<file path="config.mk">
export PLATFORM = sky130hd
export DESIGN_NAME = bounce_gen_flat
export DESIGN_NICKNAME = d
export VERILOG_FILES = /design/src/rtl/bounce_gen_if.sv /design/src/rtl/bounce_gen.sv /design/src/flat_wrapper.sv
export SDC_FILE = /design/constraint.sdc
export NUM_CORES = 1
export LEC_CHECK = 0
export CORE_AREA = 2 2 63 65
export DETAILED_ROUTE_END_ITERATION = 16
export DIE_AREA = 0 0 65 67
export PLACE_DENSITY = 0.76
export RECOVER_POWER = 25
export SLEW_MARGIN = 10
export SYNTH_ARGS = -nofsm -noshare
export SYNTH_HDL_FRONTEND = slang
export SYNTH_SLANG_ARGS = --single-unit
</file>
<file path="constraint.sdc">
create_clock -name clock -period 1.8 [get_ports clock]
set_clock_uncertainty 0.05 [all_clocks]
set_input_delay 0.27 -clock clock [delete_from_list [all_inputs] [get_ports clock]]
set_output_delay 0.27 -clock clock [all_outputs]
set_load 0.1 [all_outputs]
</file>
<file path="src/rtl/bounce_gen_if.sv">
// ============================================================================
// bounce_gen_if : press request / bouncy button handshake bundle
// Revision      : 1.0
// ============================================================================
`default_nettype none

interface bounce_gen_if;
  logic       press_req;
  logic       trigger;
  logic       busy;
  logic       press_ack;
  logic [7:0] press_count;

  modport master (
    output press_req,
    input  trigger,
    input  busy,
    input  press_ack,
    input  press_count
  );

  modport slave (
    input  press_req,
    output trigger,
    output busy,
    output press_ack,
    output press_count
  );
endinterface

`default_nettype wire

</file>
<file path="src/rtl/bounce_gen.sv">
// ============================================================================
// bounce_gen : mechanical push-button emulator with LFSR-timed contact bounce
//              Optional abort input enabled by BOUNCE_GEN_ABORT_EN.
// Revision   : 1.0
// ============================================================================
`default_nettype none

module bounce_gen #(
  parameter int         BOUNCES   = 4,
  parameter int         GAP_BITS  = 4,
  parameter int         HOLD      = 64,
  parameter logic [7:0] LFSR_SEED = 8'hA5
) (
  input  logic clock,
  input  logic reset,
`ifdef BOUNCE_GEN_ABORT_EN
  input  logic abort,
`endif
  bounce_gen_if.slave bus
);

  localparam int BW = $clog2(BOUNCES + 2);
  localparam int HW = $clog2(HOLD + 1);
  localparam int GW = GAP_BITS + 1;

  localparam logic [2:0] S_IDLE      = 3'd0;
  localparam logic [2:0] S_PRESS_BNC = 3'd1;
  localparam logic [2:0] S_HOLD_HI   = 3'd2;
  localparam logic [2:0] S_REL_BNC   = 3'd3;
  localparam logic [2:0] S_HOLD_LO   = 3'd4;
  localparam logic [2:0] S_DONE      = 3'd5;

  logic [2:0]    state_q, state_d;
  logic [7:0]    lfsr_q, lfsr_d;
  logic [BW-1:0] bcnt_q, bcnt_d;
  logic [GW-1:0] gap_q, gap_d;
  logic [HW-1:0] hold_q, hold_d;
  logic          trig_q, trig_d;
  logic          busy_q, busy_d;
  logic          ack_q, ack_d;
  logic [7:0]    count_q, count_d;
  logic [GW-1:0] gap_load;
`ifdef BOUNCE_GEN_ABORT_EN
  logic          aborted_q, aborted_d;
`endif

  assign gap_load = GW'(lfsr_q[GAP_BITS-1:0]) + GW'(1);

  always_comb begin
    lfsr_d  = {lfsr_q[6:0], lfsr_q[7] ^ lfsr_q[5] ^ lfsr_q[4] ^ lfsr_q[3]};
    state_d = state_q;
    bcnt_d  = bcnt_q;
    gap_d   = gap_q;
    hold_d  = hold_q;
    trig_d  = trig_q;
    busy_d  = busy_q;
    ack_d   = 1'b0;
    count_d = count_q;
`ifdef BOUNCE_GEN_ABORT_EN
    aborted_d = aborted_q;
`endif
    case (state_q)
      S_IDLE: begin
        if (bus.press_req) begin
          trig_d = 1'b1;
          busy_d = 1'b1;
`ifdef BOUNCE_GEN_ABORT_EN
          aborted_d = 1'b0;
`endif
          if (BOUNCES > 0) begin
            state_d = S_PRESS_BNC;
            bcnt_d  = BW'(BOUNCES);
            gap_d   = gap_load;
          end else begin
            state_d = S_HOLD_HI;
            hold_d  = HW'(HOLD);
          end
        end
      end
      S_PRESS_BNC, S_REL_BNC: begin
        if (gap_q == GW'(1)) begin
          trig_d = ~trig_q;
          bcnt_d = bcnt_q - BW'(1);
          gap_d  = gap_load;
          // Even bounce count leaves the line at the level of the edge being emulated
          if (bcnt_q == BW'(1)) begin
            state_d = (state_q == S_PRESS_BNC) ? S_HOLD_HI : S_HOLD_LO;
            hold_d  = HW'(HOLD);
          end
        end else begin
          gap_d = gap_q - GW'(1);
        end
      end
      S_HOLD_HI: begin
        if (hold_q == HW'(1)) begin
          trig_d = 1'b0;
          if (BOUNCES > 0) begin
            state_d = S_REL_BNC;
            bcnt_d  = BW'(BOUNCES);
            gap_d   = gap_load;
          end else begin
            state_d = S_HOLD_LO;
            hold_d  = HW'(HOLD);
          end
        end else begin
          hold_d = hold_q - HW'(1);
        end
      end
      S_HOLD_LO: begin
        if (hold_q == HW'(1)) state_d = S_DONE;
        else                  hold_d  = hold_q - HW'(1);
      end
      S_DONE: begin
        ack_d   = 1'b1;
        busy_d  = 1'b0;
        state_d = S_IDLE;
`ifdef BOUNCE_GEN_ABORT_EN
        if (!aborted_q) count_d = count_q + 8'd1;
`else
        count_d = count_q + 8'd1;
`endif
      end
      default: state_d = S_IDLE;
    endcase
`ifdef BOUNCE_GEN_ABORT_EN
    if (abort && (state_q == S_PRESS_BNC || state_q == S_HOLD_HI ||
                  state_q == S_REL_BNC)) begin
      trig_d    = 1'b0;
      state_d   = S_HOLD_LO;
      hold_d    = HW'(HOLD);
      aborted_d = 1'b1;
    end
`endif
  end

  always_ff @(posedge clock or negedge reset) begin
    if (!reset) begin
      state_q <= S_IDLE;
      lfsr_q  <= LFSR_SEED;
      bcnt_q  <= '0;
      gap_q   <= '0;
      hold_q  <= '0;
      trig_q  <= 1'b0;
      busy_q  <= 1'b0;
      ack_q   <= 1'b0;
      count_q <= 8'd0;
`ifdef BOUNCE_GEN_ABORT_EN
      aborted_q <= 1'b0;
`endif
    end else begin
      state_q <= state_d;
      lfsr_q  <= lfsr_d;
      bcnt_q  <= bcnt_d;
      gap_q   <= gap_d;
      hold_q  <= hold_d;
      trig_q  <= trig_d;
      busy_q  <= busy_d;
      ack_q   <= ack_d;
      count_q <= count_d;
`ifdef BOUNCE_GEN_ABORT_EN
      aborted_q <= aborted_d;
`endif
    end
  end

  assign bus.trigger     = trig_q;
  assign bus.busy        = busy_q;
  assign bus.press_ack   = ack_q;
  assign bus.press_count = count_q;

endmodule

`default_nettype wire

</file>
<file path="src/flat_wrapper.sv">
// flat-port wrapper written by rule: the top's interface ports become plain ports
module bounce_gen_flat 
#(
  parameter int         BOUNCES   = 4,
  parameter int         GAP_BITS  = 4,
  parameter int         HOLD      = 64,
  parameter logic [7:0] LFSR_SEED = 8'hA5
)
  (clock, reset, bus_press_req, bus_trigger, bus_busy, bus_press_ack, bus_press_count);
  bounce_gen_if bus_i ();
  input  logic clock;
  input  logic reset;
  input wire logic [$bits(bus_i.press_req)-1:0] bus_press_req;
  output wire logic [$bits(bus_i.trigger)-1:0] bus_trigger;
  output wire logic [$bits(bus_i.busy)-1:0] bus_busy;
  output wire logic [$bits(bus_i.press_ack)-1:0] bus_press_ack;
  output wire logic [$bits(bus_i.press_count)-1:0] bus_press_count;
  assign bus_i.press_req = bus_press_req;
  assign bus_trigger = bus_i.trigger;
  assign bus_busy = bus_i.busy;
  assign bus_press_ack = bus_i.press_ack;
  assign bus_press_count = bus_i.press_count;
  bounce_gen #(.BOUNCES(BOUNCES), .GAP_BITS(GAP_BITS), .HOLD(HOLD), .LFSR_SEED(LFSR_SEED)) u_core (.clock(clock), .reset(reset), .bus(bus_i));
endmodule
</file>
==> metrics.txt, run 1 <==
Fin Hold WS 0.3094 ns; leakage power 1.125 nW; Final Util 0.6773; Post-Syn Area per Cell 10.53 µm²; global-route wire length before repair 6182 µm; Area contributors post-synth dfrtp_1 45%, dfstp_2 5.7%, ha_1 5.4%; Detail Route Antenna Nets 0; 1st-iter DRT viols 81; Max Fanout on Critical Path 3; most common library cells after synthesis 33 x dfrtp_1, 19 x nor2_1, 17 x o21ai_0; fmax 575.0 MHz; Post-DP HPWL 2583 µm; CTS root buf clkbuf_8; #FFs+latches synth 37; Initial Util 0.5111; relative max-transition margin 0.4095; DR pass1 iterations 5; Clock Path Buffers 2; drt total wl 3687 µm; CTS Buf Count 5; initial antenna violation count 0; Worst Setup End Kind register; Die Ht 67 µm; fin cells 258; Seq/Total Area, Yosys 0.5051; Max Cap Viol 0; Period minus WS final 1.739 ns; Slew @ Worst Pin 0.8858 ns; Residual DRC 0; Fin. Hold Viols 0; layout net count 220; grt ovf 0; GR Util met2 0.3170; kind of critical path register to register; die width 65 µm; met1 GRT Util 0.2271; wire per inst 14.29 µm; Post-synth EDFFs 0; clock-pin slew on the worst setup and hold paths 0.08 ns; Synth Cell Area 1843 µm²; FP Rows 22; CP startpoint u_core.hold_q[1]; Post-synth top flop dfrtp_1; Placed Cells 247; area of the core 3606 µm²; number of global-route vias before repair 1374; CP cell instances inv_2 > ha_4 > nand4b_4 > a211o_1 > or4_1 > o21a_1; CP max stage cell or4_1; Clock Sinks 37; M3 GR Usage 0.05068; I/O Pins 14; Filler cells 263; WP data arrival 1.87 ns; R2R Path Start u_core.hold_q[1]; power per cell area 721.5 nW/µm²; Worst setup SP type register; Tot GR Track Use 0.1896; GRT Max-Usage Layer met2; post-DR vias/cell 5.558; fin. max-slew vios 0; Async SR Flop Fraction 1.000; largest net degree at the start of global routing 38; worst hold path startpoint u_core.lfsr_q[6]; Mapped Nets 186; share of cells above drive strength 1 0.3095; Yosys warnings 0; Area Overhead vs Synth 32.52%; RD Place Congestion 0.8572; Peak supply drop 0.4255 mV; Mapped Cells 175; top cell type's share of synthesized area 0.4481; worst hold-check path type register to register; top-count cell post-synth dfrtp_1; full die area 4355 µm²; Clock Latency Late Sink 0.29 ns; # hold bufs at CTS 0; Synth cell types 43; Final setup viols 0; cell taking the most area after synthesis dfrtp_1; Diodes inserted 0; Max H-tree Level 2; crit share post-route 0.9661; slowest stage delay, CP 0.42 ns; critical path required time 1.93 ns; status finished clean; DR vias 1434; Port Buffers 13; CTS tree done
[per-layer routing]
| layer | share of wire | up-vias |
|---|---|---|
| met3 | 0.037 | 5 |
| met1 | 0.44 | 712 |
| li1 | - | 688 |
| met4 | 0.015 | 0 |
| met5 | 0 | - |
| met2 | 0.51 | 29 |
[what timing repair did]
item	4_1_cts	5_1_grt
setup buffers	2	1
resized for setup	2	10
pin swaps	2	1
gates cloned	0	0
setup endpoints to repair	7	13
[logic make-up (layout without fill, tap and decap cells)]
family	after synthesis	count (layout)	share of synthesized area
fa+ha+maj	9	9	0.05974
xor+xnor	13	13	0.06178
flops	37	37	0.5051
mux	5	5	0.02919
compound gates	44	44	0.1487
buf+inv	14	49	0.03666
simple gates	53	53	0.1589
[cells in the final DEF, fill, tap and decap left out, types with 2 or more instances in the layout]
| cell | n |
|---|---|
| nor2_1 | 16 |
| nand4_1 | 3 |
| nor2_4 | 2 |
| nand2b_1 | 5 |
| dfrtp_2 | 4 |
| xnor2_1 | 8 |
| bufinv_16 | 2 |
| clkbuf_8 | 5 |
| nor2_2 | 3 |
| a41oi_1 | 2 |
| nor3_1 | 6 |
| buf_12 | 10 |
| inv_1 | 7 |
| mux2i_1 | 2 |
| or4_1 | 2 |
| nand3_1 | 5 |
| dfrtp_1 | 29 |
| o21ai_0 | 17 |
| buf_4 | 20 |
| a21oi_1 | 10 |
| nand2_1 | 5 |
| dfstp_2 | 4 |
| mux2_2 | 3 |
| ha_1 | 7 |
| xor2_1 | 5 |
[through the flow]
stage          worst slack, ns  total power [W]   TNS [ns]  area [µm²]
6_report               0.06100         0.001762          0        2442
5_1_grt              -0.003604         0.001825  -0.003800        2442
3_5_place_dp           -0.1102        0.0009138    -0.3066        2248
2_1_floorplan         -0.06571        0.0008771   -0.09560        1858
4_1_cts               0.009169         0.001787          0        2406
3_3_place_gp          -0.07775        0.0009116    -0.1409        2248
[worst paths after layout]
path | end | slack [ns] | cells past startpoint
worst max-delay path | u_core.bus.trigger | 0.06 | 6
worst min-delay path | u_core.lfsr_q[7] | 0.31 | 0
worst max register to register | u_core.bus.trigger | 0.06 | 6
worst min register to register | u_core.lfsr_q[7] | 0.31 | 0
max in group asynchronous | u_core.bus.press_count[2] | 0.51 | 2
min in group asynchronous | u_core.hold_q[0] | 0.58 | 2
[report_power, final]
group | total [W] | internal [W] | switching [W]
logic | 0.0000511 | 0.0000165 | 0.0000345
registers | 0.000843 | 0.000837 | 0.00000595
clock network | 0.000868 | 0.000558 | 0.000311
[area by class of cell]
type / count / area (µm²) / share of cell area
sequential: 37 / 935.9 / 0.3832
multi-input combinational: 124 / 903.4 / 0.3699
clock inverter: 3 / 68.82 / 0.02818
clock buffer: 5 / 68.82 / 0.02818
tap: 48 / 60.06 / 0.02459
timing repair buffer: 33 / 375.4 / 0.1537
inverter: 8 / 30.03 / 0.01230
[state kept, by name, summed over array words and instances (netlist names)]
register / flops
u_core.bus.press_count: 8
u_core.lfsr_q: 8
u_core.hold_q: 7
u_core.gap_q: 5
u_core.bcnt_q: 3
u_core.state_q: 3
u_core.bus.busy: 1
u_core.bus.press_ack: 1
u_core.bus.trigger: 1
[critical path, delay by kind of cell (launching register included)]
family	cells	cell delay (ns)
AND/OR/NAND/NOR	2	0.53
AO/OA/AOI/OAI	2	0.42
flip-flops	1	0.40
adder cells (fa/ha/maj)	1	0.14
buffers and inverters	1	0.08
Note: power is estimated with default switching activity, not from simulation.
==> run 2, diff against run 1 <==
ABC_AREA = 1   (was not set)
CORE_AREA = 2 2 65 67   (was 2 2 63 65)
CTS_CLUSTER_DIAMETER = 80   (was not set)
DIE_AREA = 0 0 67 69   (was 0 0 65 67)
PLACE_DENSITY = 0.75   (was 0.76)
clock period = 2 ns   (was 1.8 ns; I/O delays follow)
==> run 2 against run 1 <==
Against the previous run:
- cell count rose by 28%
- sequential share of layout area rose by 2.5 points
- wire length fell by 7.3%
- clock power fell by 40%
- critical endpoint is now u_core.hold_q[4]
- largest cell class is now multi-input combinational cells
- highest routed layer unchanged
==> metrics.txt, run 2 <==
status finished clean; Peak supply drop 0.4842 mV; layout net count 290; Post-synth top flop dfrtp_1; Synth Cell Area 2026 µm²; RSZ-0062 raised after global routing false; Max Fanout on Critical Path 7; Mapped Nets 269; Yosys warnings 0; Diodes inserted 0; initial antenna violation count 0; Area Overhead vs Synth 12.60%; Period minus WS final 1.585 ns; fmax 631.0 MHz; Die Ht 69 µm; Tot GR Track Use 0.1714; leakage power 1.209 nW; commonest non-fill, non-tap cells in the layout 93 x nand2_1, 33 x dfrtp_1, 32 x inv_1; critical path required time 2.13 ns; Clock Sinks 37; post-DR vias/cell 4.779; drt total wl 3417 µm; Slew @ Worst Pin 0.8788 ns; RD Place Congestion 0.7793; FP Rows 23; Post-Syn Area per Cell 7.852 µm²; clock share of power 0.405; Residual DRC 0; kind of critical path register to register; Mapped Cells 258; Async SR Flop Fraction 1.000; Worst setup SP type register; Final setup viols 0; Area contributors post-synth dfrtp_1 41%, nand2_1 17%, nand3_1 5.9%; Int Pwr 0.0009980 W; largest net degree at the start of global routing 38; CTS Buf Count 5; DR vias 1577; # hold bufs at CTS 0; Post-CTS Setup Repair Bufs 0; Synth cell types 23; Worst Setup End Kind register; pre-CTS setup slack 0.3146 ns; Fin. Hold Viols 0; Seq/Total Area, Yosys 0.4595; commonest non-fill, non-tap cell in the layout nand2_1; top-count cell post-synth nand2_1; area of the core 3914 µm²; # resized after CTS 0; die width 67 µm; power per cell area 564.7 nW/µm²; Clock Path Buffers 2; clock-pin slew on the worst setup and hold paths 0.08 ns; top cell type's share of synthesized area 0.4077; Clock Latency Late Sink 0.29 ns; 1st-iter DRT viols 87; Initial Util 0.5176; full die area 4623 µm²; #FFs+latches synth 37; grt ovf 0; cell taking the most area after synthesis dfrtp_1; Port Buffers 13; Max H-tree Level 2; fin. max-slew vios 0; share of cells above drive strength 1 0.1500; number of global-route vias before repair 1405; CTS tree done; Net Sw Power 0.0002900 W; CTS root buf clkbuf_8; wire per inst 10.35 µm; crit share post-route 0.7924; Sum Neg Setup Slack 0 ns; final setup margin 0.4151 ns; Logic pwr share 0.014; most common library cells after synthesis 93 x nand2_1, 33 x dfrtp_1, 32 x inv_1; Sw Share 0.2252; relative max-transition margin 0.4142; Detail Route Antenna Nets 0; I/O Pins 14; Max Cap Viol 0; Reg2Reg Setup Slack 0.42 ns; Reg power frac 0.581; Post-synth EDFFs 0; WP data arrival 1.71 ns; DR pass1 iterations 4; Post-DP HPWL 2538 µm; worst hold-check path type input pin to async pin; global-route wire length before repair 6092 µm
## run 2: changes by cell type in the layout (fill, tap and decap cells not counted), moves of 5 or more
| cell | change |
|---|---|
| a21oi_1 | -8 |
| nand2b_1 | -5 |
| buf_4 | -9 |
| nand3_1 | +19 |
| buf_12 | -10 |
| o21ai_0 | -10 |
| nor3_1 | -6 |
| inv_1 | +25 |
| nand2_1 | +88 |
## run 2: final timing paths
check / depth (start not counted) / from / to
min in group clock: 0 / u_core.lfsr_q[6] / u_core.lfsr_q[7]
hold / removal: 2 / reset / u_core.state_q[2]
setup reg to reg: 8 / u_core.state_q[1] / u_core.hold_q[4]
setup / recovery: 8 / u_core.state_q[1] / u_core.hold_q[4]
max in group asynchronous: 2 / reset / u_core.bus.press_count[7]
hold reg to reg: 0 / u_core.lfsr_q[6] / u_core.lfsr_q[7]
## run 2: metal layers
layer  track usage  vias to the layer above  wire [µm]  part of all wire
met1        0.2317                      717       1654              0.48
met3       0.05383                        5         96             0.028
met5             0                        -          0                 0
li1              -                      837          -                 -
met4       0.06122                        0         58             0.017
met2        0.2563                       18       1607              0.47
## run 2: kinds of logic after synthesis
logic type      share of synthesized area
fa+ha+maj                         0.04942
simple gates                       0.3471
buf+inv                           0.06301
xor+xnor                          0.05621
compound gates                    0.02470
flops                              0.4595
## run 2: area by class of cell
| cell class | instances | area [µm²] |
|---|---|---|
| Fill cell | 361 | 1633 |
| Multi-Input combinational cell | 187 | 967.2 |
| Sequential cell | 37 | 930.9 |
| Inverter | 34 | 127.6 |
| Timing Repair Buffer | 14 | 102.6 |
| Clock buffer | 5 | 68.82 |
| Tap cell | 50 | 62.56 |
| Clock inverter | 3 | 21.27 |
## run 2: power by group through the flow
stage,registers (W),clock network (W),logic [W]
after floorplan,0.000763,0,0.000000522
after global placement,0.000762,0,0.0000200
after detailed placement,0.000762,0,0.0000200
after CTS,0.000748,0.000539,0.0000201
after global routing,0.000748,0.000582,0.0000223
final,0.000748,0.000522,0.0000178
## run 2: worst max-delay path, cell delays in order, from the launching register on
cell and delay [ns]:
dfrtp_1 0.45, nor2_2 0.23, nand2_1 0.13, nand2_2 0.13
inv_1 0.11, nand2_1 0.09, nand3_2 0.14, nand2_1 0.10
nand2_1 0.05
## run 2: per-stage QoR
stage	hold slack [ns]	power, W	util	instances	area [µm²]
5_1_grt	0.2497	0.001353	0.5828	330	2281
6_report	0.1483	0.001288	0.5828	330	2281
3_3_place_gp	0.2904	0.0007823	0.5604	322	2193
2_1_floorplan	-0.04559	0.0007631	-	258	2026
3_5_place_dp	0.2977	0.0007824	0.5604	322	2193
4_1_cts	0.006142	0.001307	0.5834	330	2283
